### config.mk
export PLATFORM = sky130hd
export DESIGN_NAME = aibndaux_actred_cfg_rx
export DESIGN_NICKNAME = d
export VERILOG_FILES = /design/src/rtl/aibndaux_actred_cfg_rx.sv
export SDC_FILE = /design/constraint.sdc
export NUM_CORES = 1
export LEC_CHECK = 0
export CAP_MARGIN = 20
export CORE_ASPECT_RATIO = 1.5
export CORE_MARGIN = 1.5
export CORE_UTILIZATION = 56
export CTS_CLUSTER_SIZE = 24
export DETAILED_ROUTE_END_ITERATION = 6
export GPL_ROUTABILITY_DRIVEN = 0
export PLACE_DENSITY = 0.78
export SETUP_SLACK_MARGIN = 0.15
export SLEW_MARGIN = 30
export SYNTH_ARGS = -nofsm -noshare
export SYNTH_HDL_FRONTEND = slang
export SYNTH_SLANG_ARGS = --single-unit
### constraint.sdc
create_clock -name clk -period 2.35 [get_ports clk]
set_input_delay 0.47 -clock clk [delete_from_list [all_inputs] [get_ports clk]]
set_output_delay 0.47 -clock clk [all_outputs]
set_load 0.02 [all_outputs]
### src/rtl/aibndaux_actred_cfg_rx.sv
// Captures one actred shift-enable word from the serial redundancy chain and holds it for the
// downstream shift-enable chain. Define AIBNDAUX_ACTRED_PARITY_EN to add an even-parity bit.
module aibndaux_actred_cfg_rx #(
   parameter int unsigned DATA_W  = 16,
   parameter int unsigned TMO_CNT = 255
) (
   input  logic              clk,
   input  logic              dig_rstb,
   input  logic              actred_chain_in,
   input  logic              capture_en,
   output logic [DATA_W-1:0] actred_shiften_vec,
   output logic              capture_busy,
   output logic              capture_done,
   output logic              capture_err,
   output logic [1:0]        err_code
);

   localparam int unsigned BitW = $clog2(DATA_W) + 1;
   localparam logic [7:0] TmoLast = 8'(TMO_CNT);
   localparam logic [BitW-1:0] BitLast = BitW'(DATA_W - 1);

   localparam logic [1:0] ErrNone  = 2'b00;
   localparam logic [1:0] ErrTmo   = 2'b01;
   localparam logic [1:0] ErrFrame = 2'b11;
`ifdef AIBNDAUX_ACTRED_PARITY_EN
   localparam logic [1:0] ErrPar   = 2'b10;
`endif

   typedef enum logic [2:0] {
      StIdle, StWaitStart, StShift, StPar, StStop, StDone, StErr
   } state_e;

   state_e            state_q, state_d;
   logic              sync1_q, sync_q, prev_q;
   logic [7:0]        tmo_q, tmo_d;
   logic [BitW-1:0]   bit_q, bit_d;
   logic [DATA_W-1:0] shreg_q, shreg_d;
   logic [DATA_W-1:0] vec_q, vec_d;
   logic [1:0]        err_q, err_d;
   logic              busy_q, done_q, errf_q;
`ifdef AIBNDAUX_ACTRED_PARITY_EN
   logic              par_bad_q, par_bad_d;
`endif

   always_comb begin
      state_d = state_q;
      tmo_d   = tmo_q;
      bit_d   = bit_q;
      shreg_d = shreg_q;
      vec_d   = vec_q;
      err_d   = err_q;
`ifdef AIBNDAUX_ACTRED_PARITY_EN
      par_bad_d = par_bad_q;
`endif
      case (state_q)
         StIdle: begin
            if (capture_en) begin
               state_d = StWaitStart;
               tmo_d   = '0;
            end
         end
         StWaitStart: begin
            if (!capture_en) begin
               state_d = StIdle;
            end else if (sync_q && !prev_q) begin
               state_d = StShift;
               bit_d   = '0;
            end else begin
               tmo_d = tmo_q + 8'd1;
               if (tmo_d == TmoLast) begin
                  state_d = StErr;
                  err_d   = ErrTmo;
               end
            end
         end
         StShift: begin
            if (!capture_en) begin
               state_d = StIdle;
            end else begin
               // LSB first: after DATA_W shifts the first bit sits in bit 0
               shreg_d = {sync_q, shreg_q[DATA_W-1:1]};
               bit_d   = bit_q + BitW'(1);
               if (bit_q == BitLast) begin
`ifdef AIBNDAUX_ACTRED_PARITY_EN
                  state_d = StPar;
`else
                  state_d = StStop;
`endif
               end
            end
         end
`ifdef AIBNDAUX_ACTRED_PARITY_EN
         StPar: begin
            if (!capture_en) begin
               state_d = StIdle;
            end else begin
               par_bad_d = ^{shreg_q, sync_q};
               state_d   = StStop;
            end
         end
`endif
         StStop: begin
            // Not abortable; framing outranks parity
            if (sync_q) begin
               state_d = StErr;
               err_d   = ErrFrame;
            end
`ifdef AIBNDAUX_ACTRED_PARITY_EN
            else if (par_bad_q) begin
               state_d = StErr;
               err_d   = ErrPar;
            end
`endif
            else begin
               state_d = StDone;
               vec_d   = shreg_q;
            end
         end
         StDone, StErr: begin
            if (!capture_en) begin
               state_d = StIdle;
               err_d   = ErrNone;
            end
         end
         default: state_d = StIdle;
      endcase
   end

   always_ff @(posedge clk or negedge dig_rstb) begin
      if (!dig_rstb) begin
         sync1_q <= 1'b0;
         sync_q  <= 1'b0;
         prev_q  <= 1'b0;
         state_q <= StIdle;
         tmo_q   <= '0;
         bit_q   <= '0;
         shreg_q <= '0;
         vec_q   <= '0;
         err_q   <= ErrNone;
         busy_q  <= 1'b0;
         done_q  <= 1'b0;
         errf_q  <= 1'b0;
`ifdef AIBNDAUX_ACTRED_PARITY_EN
         par_bad_q <= 1'b0;
`endif
      end else begin
         sync1_q <= actred_chain_in;
         sync_q  <= sync1_q;
         prev_q  <= sync_q;
         state_q <= state_d;
         tmo_q   <= tmo_d;
         bit_q   <= bit_d;
         shreg_q <= shreg_d;
         vec_q   <= vec_d;
         err_q   <= err_d;
         // Status flags follow the next state so they are valid on entry
         busy_q  <= state_d inside {StWaitStart, StShift, StPar, StStop};
         done_q  <= (state_d == StDone);
         errf_q  <= (state_d == StErr);
`ifdef AIBNDAUX_ACTRED_PARITY_EN
         par_bad_q <= par_bad_d;
`endif
      end
   end

   assign actred_shiften_vec = vec_q;
   assign capture_busy       = busy_q;
   assign capture_done       = done_q;
   assign capture_err        = errf_q;
   assign err_code           = err_q;

endmodule

==> flow_summary.toml <==
[critical_path]
r2r-start = "bit_q[0]"
criticalPathCategory = "flop to flop"
cp-start-kind = "flop"
critPathTopFamily = "compound AO/OA/AOI/OAI gates"
path_cells = "ha_1 > and3_1 > ha_1 > o32ai_1 > a22o_1 > a31o_2 > and2_1"
critPathMaxFanout = 8
r2r_end = "capture_err"
reg2reg_slack_ps = 270
critical_path_buf_inv_count = 0
cp_common_cell = "ha_1"
reg2reg_depth = 7
critPathSlowestCell = "dfrtp_1"
cp-end-kind = "flop"
crit_arrival_ps = 2320
worstPathRequired_ps = 2590
slowest_delay_ps = 450

[sta]
worst_pin_slew_ps = 488
setup_viol = 0
finalMaxSlewViolations = 0
finalClockSkew_ps = 7.84
relSlewSlack_pct = 67.5
layout_min_cycle_time_ps = 2080
hold_violations = 0
period_share_pct = 88.3
rsz0062_at_grt = "no"
fin_setup_tns_ps = 0
fmax_mhz = 482

[synthesis]
synth-seq-area-share_pct = 53.4
synth-edff-count = 0
yosys.area.top_type_share_pct = 53.4
synthFlopType = "dfrtp_1"
synth_area_leaders = "dfrtp_1, mux2_2, o21ai_0"
synthCells = 229
async_reset_ff_share_pct = 100
syn-cell-area_sq_mm = 0.00263
ys_warn_count = 0
synth_top_area_cell = "dfrtp_1"
ys_ff_latch = 56
synth_nets = 237
ys_types = 45
avgSynthCellArea_sq_um = 11.5

[global_route]
antenna_found_initial = 0
grt_pass1_vias = 1794
grt_pass1_wl_microns = 8140
grt_max_degree = 37
grt_use_total_pct = 20.7
grt_remaining_overflow = 0

[routing]
vias_per_cell = 6.07
wirelength_microns = 4760
wl_per_cell_microns = 15.6
drc_errors = 0
first_pass_iters = 4
drt_iter0_drc = 77
ant_nets = 0
vias = 1852

[pwr]
p_leak_nw = 1.39
power_density_mw_per_mm2 = 624
ir_worst_vdd_mv = 0.574
finalPower_w = 0.00190

[final_layout]
drive_gt1_share_pct = 24.5
fillers = 339
nets = 264
area_growth_pct = 16.0
stdcell_count = 305
num_antenna_cells = 0

[run_status]
outcome = "finished clean"

[floorplanning]
die_area_sq_mm = 0.00512
die_x_microns = 58.9
rows = 30
core-area_sq_mm = 0.00450
initial_utilization_pct = 58.3
io_pins = 25
die_y_microns = 86.9

[placement]
io_buffers = 24
dp.cells = 297
hpwl_microns = 3310

[hold_path]
hp-class = "input pin to asynchronous set/reset pin"

[flow_run]
drv_cap = 0

[clocking]
cts_hold_buf = 0
insertion_delay_ps = 310
cts_buffer_depth = 2
ctsHtreeMaxLevel = 2
clkTransAtPathRegs_ps = 100
cts_root_buf = "clkbuf_8"
cts_made_buffers = 5
clock_sinks = 56
cts_tree = "yes"
[cell usage after synthesis (2+ instances only)]
| library cell | count |
|---|---|
| buf_1 | 2 |
| inv_1 | 5 |
| o21ai_0 | 18 |
| a21boi_0 | 2 |
| nand3b_1 | 2 |
| buf_6 | 2 |
| nand4_1 | 4 |
| nor3_1 | 4 |
| dfrtp_1 | 56 |
| and3_1 | 3 |
| nor2_1 | 12 |
| nand2_1 | 11 |
| o22ai_1 | 2 |
| a31oi_1 | 4 |
| buf_2 | 2 |
| xor2_1 | 2 |
| and2_1 | 3 |
| mux2_2 | 32 |
| nand3_1 | 10 |
| a21o_2 | 2 |
| clkbuf_1 | 8 |
| ha_1 | 4 |
| xnor2_1 | 2 |
| a22o_1 | 2 |
| a22oi_1 | 2 |
| nand2b_1 | 3 |
| a21oi_1 | 12 |
[flip-flops by register name, indices dropped and copies added, names as in the netlist]
register            count
capture_busy            1
bit_q                   5
shreg_q                16
tmo_q                   8
capture_err             1
err_code                2
state_q                 3
capture_done            1
actred_shiften_vec     16
prev_q                  1
sync1_q                 1
sync_q                  1
[metrics by stage]
| step | instance area (sq um) | util [%] | setup WS, ps | hold WS (ps) |
|---|---|---|---|---|
| CTS | 3040 | 67.5 | 156 | 115 |
| detailed placement | 2950 | 65.5 | 196 | 353 |
| finish | 3050 | 67.6 | 275 | 103 |
| global placement | 2950 | 65.5 | 213 | 335 |
| floorplan | 2630 | - | 296 | 174 |
| global route | 3050 | 67.6 | 163 | 146 |
[worst max path at each step]
stage | startpoint | end | cells past startpoint
floorplan | tmo_q[0] | bit_q[2] | 8
global placement | bit_q[0] | capture_err | 7
detailed placement | bit_q[0] | capture_err | 7
CTS | bit_q[0] | capture_err | 7
global route | tmo_q[1] | capture_busy | 7
finish | bit_q[0] | capture_err | 7
[report_power, final]
group / total [W] / internal (W) / switching, W
combinational: 0.000281 / 0.000129 / 0.000151
clock: 0.000529 / 0.000219 / 0.000310
sequential: 0.00109 / 0.00102 / 0.0000669
[cell type report]
class / instances / area, sq um / share of cell area [%]
sequential: 56 / 1400 / 46.0
clock inverter: 2 / 17.5 / 0.575
timing repair buffer: 34 / 335 / 11.0
inverter: 5 / 18.8 / 0.616
clock buffer: 6 / 72.6 / 2.38
tap: 48 / 60.1 / 1.97
multi-input combinational: 154 / 1140 / 37.4
[cells by family (layout without fill, tap and decap cells)]
| logic type | Yosys count | count (layout) | synth area share (%) |
|---|---|---|---|
| simple gates | 59 | 59 | 12.0 |
| flops | 56 | 56 | 53.4 |
| compound gates | 54 | 54 | 13.8 |
| mux | 33 | 33 | 14.3 |
| buf+inv | 19 | 47 | 3.38 |
| fa+ha+maj | 4 | 4 | 1.91 |
| xor+xnor | 4 | 4 | 1.33 |
[cell usage in the layout, fill, tap and decap left out, drive strengths merged, types with 3 or more instances in the layout]
cell           netlist  final
nand2b               3      3
nand3               10     10
mux2                33     33
inv                  5      7
a31oi                4      4
nand4                4      4
o21ai               18     18
clkbuf               8      6
clkdlybuf4s50        0     23
ha                   4      4
nor3                 5      5
and3                 3      3
and2                 3      3
a21o                 3      3
buf                  6     11
nor2                12     12
nand2               11     11
a21oi               12     12
dfrtp               56     56
[layer usage]
| layer | GRT usage [%] | wire length (microns) | vias up |
|---|---|---|---|
| met5 | 0 | 0 | - |
| met4 | 8.06 | 89 | 0 |
| met3 | 4.16 | 158 | 8 |
| met2 | 36.6 | 2600 | 33 |
| met1 | 24.1 | 1910 | 931 |
| li1 | - | - | 880 |
[repair_timing]
action,4_1_cts,5_1_grt
resized for setup,0,4
setup buffers,0,0
endpoints found under the setup margin,0,7
(Power assumes the default switching activity.)
